`src/rtl/regfile_pkg.sv`:
```
// Shared constants for the register file write path: widths, PC address,
// write-arbiter FSM encoding and requester identifiers.
package regfile_pkg;

   localparam int DATA_W = 8;
   localparam int ADDR_W = 3;

   // R7 is the PC and is written by a dedicated path elsewhere
   localparam logic [2:0] PC_REG_ADDR = 3'd7;

   // Write-arbiter FSM states
   localparam logic [0:0] ST_IDLE  = 1'b0;
   localparam logic [0:0] ST_CLEAR = 1'b1;

   // Requester IDs; also the bit index in the arbiter req/gnt vectors
   localparam logic REQ_C = 1'b0;
   localparam logic REQ_D = 1'b1;

endpackage

```
`src/rtl/rr_arb2.sv`:
```
// Two-way combinational round-robin arbiter. On a conflict the requester
// that did not win last time is picked; a lone request always wins.
module rr_arb2
   import regfile_pkg::*;
(
   input  logic [1:0] req,
   input  logic       last,
   output logic [1:0] gnt,
   output logic       winner
);

   // Pick the winner and raise its grant bit
   always_comb begin
      gnt    = 2'b00;
      winner = REQ_C;
      if (req == 2'b11)
         winner = ~last;
      else if (req[REQ_D])
         winner = REQ_D;
      if (req != 2'b00)
         gnt[winner] = 1'b1;
   end

endmodule

```
`src/rtl/regfile_write_arbiter.sv`:
```
// Owner of the register file write port. Round-robins core writeback and
// debug/loader writes, and runs a bulk-clear sweep over R0..R(NUM_WREGS-1).
// Writes aimed at the PC address are granted but suppressed and flagged.
module regfile_write_arbiter #(
   parameter int                   DATA_W    = regfile_pkg::DATA_W,
   parameter int                   ADDR_W    = regfile_pkg::ADDR_W,
   parameter int                   NUM_WREGS = 7,
   parameter logic [DATA_W-1:0]    CLR_VAL   = '0
) (
   input  logic              clk,
   input  logic              reset,
   input  logic              c_req,
   input  logic [ADDR_W-1:0] c_addr,
   input  logic [DATA_W-1:0] c_data,
   output logic              c_gnt,
   input  logic              d_req,
   input  logic [ADDR_W-1:0] d_addr,
   input  logic [DATA_W-1:0] d_data,
   output logic              d_gnt,
   input  logic              clr_start,
   output logic              rf_wen,
   output logic [ADDR_W-1:0] rf_a3,
   output logic [DATA_W-1:0] rf_wd3,
   output logic              busy,
   output logic              wr_err
);

   import regfile_pkg::*;

   typedef struct packed {
      logic [ADDR_W-1:0] addr;
      logic [DATA_W-1:0] data;
   } wr_t;

   localparam logic [ADDR_W-1:0] LAST_IDX = ADDR_W'(NUM_WREGS - 1);
   localparam logic [ADDR_W-1:0] PC_ADDR  = ADDR_W'(PC_REG_ADDR);

   logic [0:0]        state;
   logic [ADDR_W-1:0] clr_idx;
   logic              last;
   logic [1:0]        arb_gnt;
   logic              winner;
   logic              arb_en;
   logic              conflict;
   wr_t               c_wr, d_wr, sel;

   assign c_wr = '{addr: c_addr, data: c_data};
   assign d_wr = '{addr: d_addr, data: d_data};

   rr_arb2 u_arb (
      .req    ({d_req, c_req}),
      .last   (last),
      .gnt    (arb_gnt),
      .winner (winner)
   );

   // Grants only in IDLE, never during reset, and a clear request pre-empts
   // arbitration so the losing request simply stays pending
   assign arb_en   = !reset && (state == ST_IDLE) && !clr_start;
   assign c_gnt    = arb_en & arb_gnt[REQ_C];
   assign d_gnt    = arb_en & arb_gnt[REQ_D];
   assign conflict = c_req & d_req;
   assign sel      = (winner == REQ_D) ? d_wr : c_wr;

   // FSM, clear counter, round-robin history and registered write port
   always_ff @(posedge clk or posedge reset) begin
      if (reset) begin
         state   <= ST_IDLE;
         clr_idx <= '0;
         last    <= REQ_D;
         rf_wen  <= 1'b0;
         rf_a3   <= '0;
         rf_wd3  <= '0;
         busy    <= 1'b0;
         wr_err  <= 1'b0;
      end else begin
         rf_wen <= 1'b0;
         wr_err <= 1'b0;
         busy   <= 1'b0;
         if (state == ST_CLEAR) begin
            rf_a3  <= clr_idx;
            rf_wd3 <= CLR_VAL;
            rf_wen <= 1'b1;
            busy   <= 1'b1;
            if (clr_idx == LAST_IDX) begin
               state   <= ST_IDLE;
               clr_idx <= '0;
            end else begin
               clr_idx <= clr_idx + 1'b1;
            end
         end else if (clr_start) begin
            state   <= ST_CLEAR;
            clr_idx <= '0;
         end else if (c_gnt || d_gnt) begin
            // address/data track the granted write even when it is suppressed
            rf_a3  <= sel.addr;
            rf_wd3 <= sel.data;
            rf_wen <= (sel.addr != PC_ADDR);
            wr_err <= (sel.addr == PC_ADDR);
            if (conflict)
               last <= winner;
         end
      end
   end

endmodule

```
`config.mk`:
```
export PLATFORM = sky130hd
export DESIGN_NAME = regfile_write_arbiter
export DESIGN_NICKNAME = d
export VERILOG_FILES = /design/src/rtl/regfile_pkg.sv /design/src/rtl/rr_arb2.sv /design/src/rtl/regfile_write_arbiter.sv
export SDC_FILE = /design/constraint.sdc
export NUM_CORES = 1
export LEC_CHECK = 0
export ABC_AREA = 1
export BUFFER_PORTS_ARGS = -buffer_cell sky130_fd_sc_hd__buf_2
export CAP_MARGIN = 10
export CORE_MARGIN = 2
export CORE_UTILIZATION = 50
export DETAILED_ROUTE_END_ITERATION = 8
export GPL_ROUTABILITY_DRIVEN = 0
export PLACE_DENSITY = 0.82
export REMOVE_ABC_BUFFERS = 1
export SLEW_MARGIN = 20
export SYNTH_ARGS = -nofsm -noshare
export SYNTH_HDL_FRONTEND = slang
export SYNTH_HIERARCHICAL = 1
export SYNTH_SLANG_ARGS = --single-unit
```
`constraint.sdc`:
```
create_clock -name clk -period 2.6 [get_ports clk]
set_input_delay 0.52 -clock clk [delete_from_list [all_inputs] [get_ports clk]]
set_output_delay 0.52 -clock clk [all_outputs]
set_load 0.01 [all_outputs]
```
==> results of run 1 <==
==> sequential cells by signal (all words and copies together), names as in the netlist <==
name and flops:
busy 1, last 1, rf_wd3 8, state 1, wr_err 1, clr_idx 3
rf_a3 3, rf_wen 1
==> routing by layer <==
metal | part of all wire [%] | routed length, um | GRT usage (%)
met1 | 46 | 968 | 21.5
met2 | 50 | 1060 | 32.0
met3 | 4.2 | 88 | 3.99
met4 | 0 | 0 | 7.62
met5 | 0 | 0 | 0
==> through the flow <==
step           utilization [%]  area [um^2]  std cells  power [W]
3_3_place_gp              64.4         1250        206   0.000794
6_report                  65.9         1280        210   0.000954
4_1_cts                   65.9         1280        210   0.000958
2_1_floorplan                -          992        135   0.000690
3_5_place_dp              64.4         1250        206   0.000811
5_1_grt                   65.9         1280        210    0.00103
==> final cells by class <==
| class | instances | area, um^2 | area share [%] |
|---|---|---|---|
| inverter | 20 | 75.1 | 5.87 |
| sequential | 19 | 477 | 37.3 |
| multi-input combinational | 96 | 440 | 34.4 |
| clock inverter | 1 | 5.00 | 0.391 |
| timing repair buffer | 44 | 225 | 17.6 |
| clock buffer | 3 | 22.5 | 1.76 |
| tap | 27 | 33.8 | 2.64 |
==> report_power, final <==
group | total [W] | internal (W) | switching [W]
Combinational | 0.000375 | 0.000141 | 0.000235
Sequential | 0.000433 | 0.000375 | 0.0000574
Clock | 0.000147 | 0.0000572 | 0.0000893
==> logic make-up after synthesis <==
family,Yosys count,synth area share [%]
AND/OR/NAND/NOR,78,32.9
buffers and inverters,25,10.6
flip-flops,19,46.5
AO/OA/AOI/OAI,18,10.0
==> placed cells by master, fill, tap and decap left out <==
| cell type | instances |
|---|---|
| nand2_1 | 57 |
| buf_2 | 42 |
| inv_1 | 19 |
| dfrtp_1 | 18 |
| nand3_1 | 13 |
| o21ai_0 | 12 |
| nand3_2 | 3 |
| nor2_1 | 3 |
| a21oi_1 | 3 |
| clkbuf_4 | 3 |
| buf_4 | 2 |
| nor2_4 | 1 |
| nand2_2 | 1 |
| inv_2 | 1 |
| a2bb2oi_1 | 1 |
| o211ai_2 | 1 |
| o22ai_1 | 1 |
| clkinv_2 | 1 |
| dfstp_2 | 1 |
==> final timing paths <==
kind,start,end,slack [ns],cells after the start
worst max-delay path,last,c_gnt,0.76,5
min in group clk,last,last,0.49,2
worst max register to register,last,rf_wd3[0],1.18,5
worst min-delay path,reset,wr_err,0.35,3
max in group asynchronous,reset,last,1.98,3
worst min register to register,last,last,0.49,2
==> critical path: stages (launching register included) <==
cell and delay (ns):
dfstp_2 0.57, nand2_1 0.05, nand2_1 0.11, nand3_2 0.12
inv_1 0.07, buf_2 0.12
==> results.sh, run 1 <==
export IMPL_dieArea_um2=2430
export IMPL_rsz0062_at_grt="false"
export IMPL_ir_drop_mv=0.510
export IMPL_crit_fanout=4
export IMPL_synthArstFlopShare_pct=100
export IMPL_skew_ns=0.00766
export IMPL_holdWs_ns=0.351
export IMPL_clk_latency_ns=0.29
export IMPL_syn_to_final_growth_pct=24.6
export IMPL_slew_headroom_pct=66.2
export IMPL_hp_class="input pin to async pin"
export IMPL_fin_crit_sh_pct=70.6
export IMPL_fp_coreArea_um2=1940
export IMPL_drt_pass1_iter_count=4
export IMPL_yosys_top_cells_count="57 x nand2_1, 19 x inv_1, 18 x dfrtp_1"
export IMPL_first_global_vias=845
export IMPL_yosysMostFrequentCell="nand2_1"
export IMPL_syn_inst=140
export IMPL_cts_resized=0
export IMPL_cts_sinks=19
export IMPL_synth_ff_type="dfrtp_1"
export IMPL_syn_area_um2=1030
export IMPL_slew_viol_final=0
export IMPL_hpwl_mm=1.66
export IMPL_finalWirelength_mm=2.12
export IMPL_cp_start_kind="register"
export IMPL_port_buffers=42
export IMPL_avgSynthCellArea_um2=7.33
export IMPL_ant_nets=0
export IMPL_synth_edff_count=0
export IMPL_finalSetupViolCount=0
export IMPL_globalRouteTotalUtil_pct=18.3
export IMPL_hold_viol_final=0
export IMPL_initial_core_util_pct=52.8
export IMPL_max_freq_ghz=0.544
export IMPL_holdBufCountCts=0
export IMPL_cts_made_buffers=3
export IMPL_max_cap_violations=0
export IMPL_vias=975
export IMPL_htreeDepth=1
export IMPL_status="finished, final reports clean"
export IMPL_setup_tns_ns=0
export IMPL_route_detailed_drc=0
export IMPL_post_cts_buffers=0
export IMPL_root_buffer="clkbuf_4"
export IMPL_layout_min_cycle_time_ns=1.84
export IMPL_p_per_area_nw_per_um2=746
export IMPL_wl_per_cell_um=10.1
export IMPL_drive_above_1_share_pct=30.6
export IMPL_required_ns=2.08
export IMPL_clk_path_buf_depth=2
export IMPL_pre_cts_slack_ns=0.855
export IMPL_layout_setup_ws_ns=0.763
export IMPL_endpoint_kind="output port"
export IMPL_synth_seq_cells=19
export IMPL_cts_tree="done"
export IMPL_ys_seq_area_share_pct=46.5
export IMPL_ys_warn_count=6
export IMPL_criticalPathCategory="register to output port"
export IMPL_yosysUniqueCellTypes=18
export IMPL_fillers=178
export IMPL_synth_top_cell_area_share_pct=43.9
export IMPL_nets=211
export IMPL_num_antenna_cells=0
export IMPL_grt_ovfl_total=0
export IMPL_antenna_found_initial=0
export IMPL_grt_max_degree=21
export IMPL_die_y_um=49.3
export IMPL_grt_first_pass_wirelength_mm=3.44
export IMPL_yosys_area_top_type="dfrtp_1"
export IMPL_clkSlewWorstSetupHoldPaths_ns=0.11
export IMPL_synthTopCellsByArea="dfrtp_1 44%, nand2_1 21%, inv_1 7.0%, nand3_1 6.3%, o21ai_0 5.9%"
export IMPL_io_pins=43
export IMPL_vias_per_cell=4.64
export IMPL_dr_first_iter_drc_count=20
export IMPL_arrival_ns=1.32
export IMPL_dieWidth_um=49.3
export IMPL_placementRows=16
export IMPL_tightestPinTransition_ns=0.506
export IMPL_p_leak_nw=0.784
Note: power is estimated with default switching activity, not from simulation.
==> inputs of run 2 (changes only) <==
- CORE_UTILIZATION: 50 -> 46
- PLACE_DENSITY: 0.82 -> 0.76
- clock period: 2.6 -> 1.9 ns (I/O delays scaled with it)
==> run 2 against run 1 <==
  * Clock-buffer cell count grew 1
  * Sequential share of layout area down 0.29 points
  * Cell count is 0.95% higher
  * Worst setup slack got worse by 0.56 ns
  * Design area up 0.78%
  * Non-clock buffer count rose by 1
  * Global-route usage rose by 0.66 points
  * Via count increased by 2.4%
==> results.sh, run 2 (synthesis gave the netlist of run 1 again) <==
export IMPL_status="finished, final reports clean"
export IMPL_rsz0062_at_grt="false"
export IMPL_fp_coreArea_um2=2170
export IMPL_vias=998
export IMPL_max_cap_violations=0
export IMPL_p_leak_nw=0.786
export IMPL_drt_pass1_iter_count=4
export IMPL_cp_start_kind="register"
export IMPL_slew_viol_final=0
export IMPL_crit_slowest_cell="dfstp_2"
export IMPL_endpoint_kind="output port"
export IMPL_hold_viol_final=0
export IMPL_ir_drop_mv=0.439
export IMPL_nets=212
export IMPL_drive_above_1_share_pct=29.9
export IMPL_finalSetupViolCount=0
export IMPL_clk_path_buf_depth=2
export IMPL_grt_ovfl_total=0
export IMPL_hpwl_mm=1.68
export IMPL_cts_made_buffers=3
export IMPL_die_y_um=51.2
export IMPL_dieArea_um2=2620
export IMPL_ant_nets=0
export IMPL_top_layer="met4"
export IMPL_p_seq_share_pct=45.5
export IMPL_tightestPinTransition_ns=0.544
export IMPL_grt_first_pass_wirelength_mm=3.72
export IMPL_reg2reg_from="last"
export IMPL_p_int_w=0.000789
export IMPL_regMostFlops="rf_wd3"
export IMPL_slew_headroom_pct=63.7
export IMPL_p_per_area_nw_per_um2=1020
export IMPL_worstRegToRegCells=6
export IMPL_port_buffers=42
export IMPL_grt_max_degree=24
export IMPL_wl_per_cell_um=10.2
export IMPL_wl_met2_mm=1.04
export IMPL_switching_share_pct=39.8
export IMPL_antenna_found_initial=0
export IMPL_cp_endpoint="c_gnt"
export IMPL_clkSlewWorstSetupHoldPaths_ns=0.10
export IMPL_wl_met1_um=928
export IMPL_num_antenna_cells=0
export IMPL_cts_sinks=19
export IMPL_comb_power_share_pct=38.8
export IMPL_cts_tree="done"
export IMPL_max_freq_ghz=0.588
export IMPL_p_sw_w=0.000522
export IMPL_finalWirelength_mm=2.15
export IMPL_io_pins=43
export IMPL_cpMostUsedCell="nand2_1"
export IMPL_layout_common_cells="57 x nand2_1, 42 x buf_2, 19 x inv_1"
export IMPL_cp_depth=5
export IMPL_globalRouteTotalUtil_pct=18.9
export IMPL_root_buffer="clkbuf_4"
export IMPL_htreeDepth=1
export IMPL_r2r_end="rf_wen"
export IMPL_crit_chain="nand2_1, nand2_1, nand3_2, inv_1, buf_2"
export IMPL_placementRows=17
export IMPL_fin_crit_sh_pct=89.5
export IMPL_skew_ns=0.00622
export IMPL_critical_path_top_delay_family="flip-flops"
export IMPL_layout_commonest_cell="nand2_1"
export IMPL_first_global_vias=918
export IMPL_wl_met3_um=141
export IMPL_crit_fanout=4
export IMPL_reg_largest_list="rf_wd3: 8 flops, clr_idx: 3 flops, rf_a3: 3 flops"
export IMPL_criticalPathCategory="register to output port"
export IMPL_setup_tns_ns=0
export IMPL_required_ns=1.52
export IMPL_initial_core_util_pct=47.3
export IMPL_vias_per_cell=4.71
export IMPL_layout_min_cycle_time_ns=1.70
export IMPL_syn_to_final_growth_pct=25.6
export IMPL_crit_path_start="last"
export IMPL_clk_latency_ns=0.30
export IMPL_dr_first_iter_drc_count=8
export IMPL_p_clk_share_pct=15.7
export IMPL_final_core_util_pct=59.4
export IMPL_reg2reg_slack_ns=0.45
export IMPL_largest_reg_flops=8
export IMPL_arrival_ns=1.32
export IMPL_route_detailed_drc=0
export IMPL_cp_buffers_inverters=2
export IMPL_hp_class="input pin to async pin"
export IMPL_max_stage_delay_ns=0.57
export IMPL_dieWidth_um=51.2
==> run 2: what timing repair did <==
action,in CTS,in global routing
gates resized for setup,0,0
hold buffers,1,0
setup buffers,0,0
hold endpoints to repair,1,0
endpoints found under the setup margin,0,0
==> run 2: how the worst min path moves through the flow <==
stage / start / end / slack, ns / cells past startpoint
floorplan: reset / busy / 0.38 / 1
global placement: reset / clr_idx[0] / 0.30 / 2
detailed placement: reset / clr_idx[0] / 0.30 / 2
CTS: reset / last / 0.20 / 2
global route: reset / last / 0.20 / 2
finish: reset / last / 0.20 / 2
==> run 2: worst reg2reg max path: stages (launching register included) <==
cell     delay, ns
dfstp_2       0.57
a21oi_1       0.07
buf_4         0.20
o21ai_0       0.25
nand3_1       0.14
nand2_1       0.08
nand2_1       0.05
==> run 2: power groups by stage <==
stage | Combinational, W | Sequential, W | Clock [W]
6_report | 0.000508 | 0.000597 | 0.000206
5_1_grt | 0.000584 | 0.000610 | 0.000225
4_1_cts | 0.000514 | 0.000597 | 0.000207
3_5_place_dp | 0.000509 | 0.000605 | 0
3_3_place_gp | 0.000490 | 0.000597 | 0
2_1_floorplan | 0.000331 | 0.000613 | 0
==> run 2: stage by stage <==
stage                     power [W]  cell area [um^2]  std cells  hold slack, ns  setup slack, ns
after floorplan            0.000944               992        135           0.378           0.0969
after global placement      0.00109              1250        207           0.302            0.450
after detailed placement    0.00111              1250        207           0.303            0.410
after CTS                   0.00132              1290        212           0.203            0.193
after global routing        0.00142              1290        212           0.197            0.103
final                       0.00131              1290        212           0.198            0.200
==> run 2: layer usage <==
metal / up-vias / track usage [%]
met5: - / 0
met3: 5 / 2.92
li1: 524 / -
met4: 0 / 11.8
met1: 431 / 22.9
met2: 38 / 31.6
==> run 2: cell type report <==
cell class                      count  area (um^2)
Clock buffer                        4         26.3
Fill cell                         212          881
Inverter                           20         75.1
Multi-Input combinational cell     96          440
Sequential cell                    19          477
Tap cell                           28         35.0
Timing Repair Buffer               45          235
==> inputs of run 3 (changes only) <==
- CORE_ASPECT_RATIO: unset -> 0.8
- CTS_BUF_LIST: unset -> sky130_fd_sc_hd__clkbuf_8 sky130_fd_sc_hd__clkbuf_16
==> run 3 against run 2 <==
  * Sequential power barely moved
  * Power rose by 5.0%
  * Design area rose by 0.97%
  * Combinational power barely moved
  * Fmax rose by 3.1%
  * First-iteration DRC count rose to 2.9 times the previous value
  * Clock-buffer cell count fell by 1
==> results.sh, run 3 (synthesis gave the netlist of run 1 again) <==
export IMPL_nets=212
export IMPL_clk_latency_ns=0.25
export IMPL_clkSlewWorstSetupHoldPaths_ns=0.06
export IMPL_finalSetupViolCount=0
export IMPL_globalRouteTotalUtil_pct=18.6
export IMPL_slew_headroom_pct=64.2
export IMPL_setup_tns_ns=0
export IMPL_route_detailed_drc=0
export IMPL_ant_nets=0
export IMPL_hold_viol_final=0
export IMPL_cts_made_buffers=3
export IMPL_grt_max_degree=19
export IMPL_endpoint_kind="output port"
export IMPL_vias=992
export IMPL_htreeDepth=1
export IMPL_status="finished, final reports clean"
export IMPL_arrival_ns=1.27
export IMPL_finalWirelength_mm=2.21
export IMPL_hpwl_mm=1.70
export IMPL_layout_min_cycle_time_ns=1.65
export IMPL_first_global_vias=854
export IMPL_dieWidth_um=56.8
export IMPL_grt_first_pass_wirelength_mm=3.64
export IMPL_rsz0062_at_grt="false"
export IMPL_p_total_w=0.00138
export IMPL_regArea_um2=477
export IMPL_wl_met3_um=126
export IMPL_post_cts_buffers=0
export IMPL_io_pins=43
export IMPL_placementRows=15
export IMPL_drt_pass1_iter_count=4
export IMPL_vias_per_cell=4.75
export IMPL_grt_ovfl_total=0
export IMPL_hp_class="input pin to async pin"
export IMPL_wl_per_cell_um=10.6
export IMPL_max_freq_ghz=0.606
export IMPL_die_y_um=46.2
export IMPL_port_buffers=42
export IMPL_ir_drop_mv=0.897
export IMPL_num_antenna_cells=0
export IMPL_top_layer="met3"
export IMPL_cp_start_kind="register"
export IMPL_holdBufCountCts=0
export IMPL_dieArea_um2=2630
export IMPL_wl_met2_mm=1.02
export IMPL_tightestPinTransition_ns=0.535
export IMPL_skew_ns=0.000810
export IMPL_syn_to_final_growth_pct=26.8
export IMPL_cts_resized=0
export IMPL_multi_input_area_um2=440
export IMPL_fin_crit_sh_pct=86.8
export IMPL_antenna_found_initial=0
export IMPL_fp_coreArea_um2=2140
export IMPL_required_ns=1.52
export IMPL_criticalPathCategory="register to output port"
export IMPL_root_buffer="clkbuf_8"
export IMPL_drive_above_1_share_pct=30.4
export IMPL_max_cap_violations=0
export IMPL_reg_largest_list="rf_wd3: 8 flops, clr_idx: 3 flops, rf_a3: 3 flops"
export IMPL_dr_first_iter_drc_count=23
export IMPL_largest_reg_flops=8
export IMPL_slew_viol_final=0
export IMPL_fillers=200
export IMPL_clk_path_buf_depth=2
export IMPL_wl_met1_mm=1.06
export IMPL_p_leak_nw=0.798
export IMPL_layout_common_cells="57 x nand2_1, 42 x buf_2, 20 x inv_1"
export IMPL_crit_fanout=4
export IMPL_cts_sinks=19
export IMPL_cts_tree="done"
export IMPL_layout_commonest_cell="nand2_1"
export IMPL_regMostFlops="rf_wd3"
export IMPL_p_per_area_nw_per_um2=1060
export IMPL_initial_core_util_pct=48.0
==> run 3: cell count changes in the layout (fill, tap and decap cells not counted), sizes merged <==
cell / change
clkbuf: -1
buf: +1
inv: +1
dlygate4sd3: -1
==> run 3: final timing paths <==
check,slack [ns],endpoint,from,cells after the start
max,0.25,c_gnt,last,5
min,0.26,last,reset,2
max reg2reg,0.46,rf_wen,last,6
min reg2reg,0.49,last,last,2
max in group asynchronous,1.38,rf_a3[0],reset,3
min in group clk,0.44,rf_wd3[4],d_data[4],5
==> run 3: power by group <==
group / internal, W / total (W) / switching [W]
Sequential: 0.000515 / 0.000598 / 0.0000832
Combinational: 0.000196 / 0.000511 / 0.000315
Clock: 0.000144 / 0.000267 / 0.000124
==> run 3: cell type report <==
type / instances / area share [%]
multi-input cells: 96 / 33.8
inverters: 20 / 5.77
repair buffers: 45 / 17.9
well taps: 25 / 2.40
clock inverters: 1 / 0.288
clock buffers: 3 / 3.17
flip-flops and latches: 19 / 36.6
==> run 3: stage by stage <==
stage	utilization (%)	hold WS (ns)	cell area, um^2	setup WS (ns)	std cells
final	60.8	0.258	1300	0.250	209
after global routing	60.8	0.271	1300	0.166	209
after CTS	60.8	0.252	1300	0.241	209
after detailed placement	58.7	0.481	1260	0.438	205
after global placement	58.7	0.464	1260	0.448	205
after floorplan	-	0.378	992	0.0969	135
==> run 3: critical path, cell delays in order, from the launching register on <==
cell and delay [ns]:
dfstp_2 0.55, nand2_1 0.05, nand2_1 0.11, nand3_2 0.12
inv_1 0.07, buf_2 0.12
==> run 3: metal layers <==
layer  track usage (%)  vias up
met5                 0        -
met4              5.58        0
met3              5.90        0
met2              30.9       35
met1              23.6      435
li1                  -      522
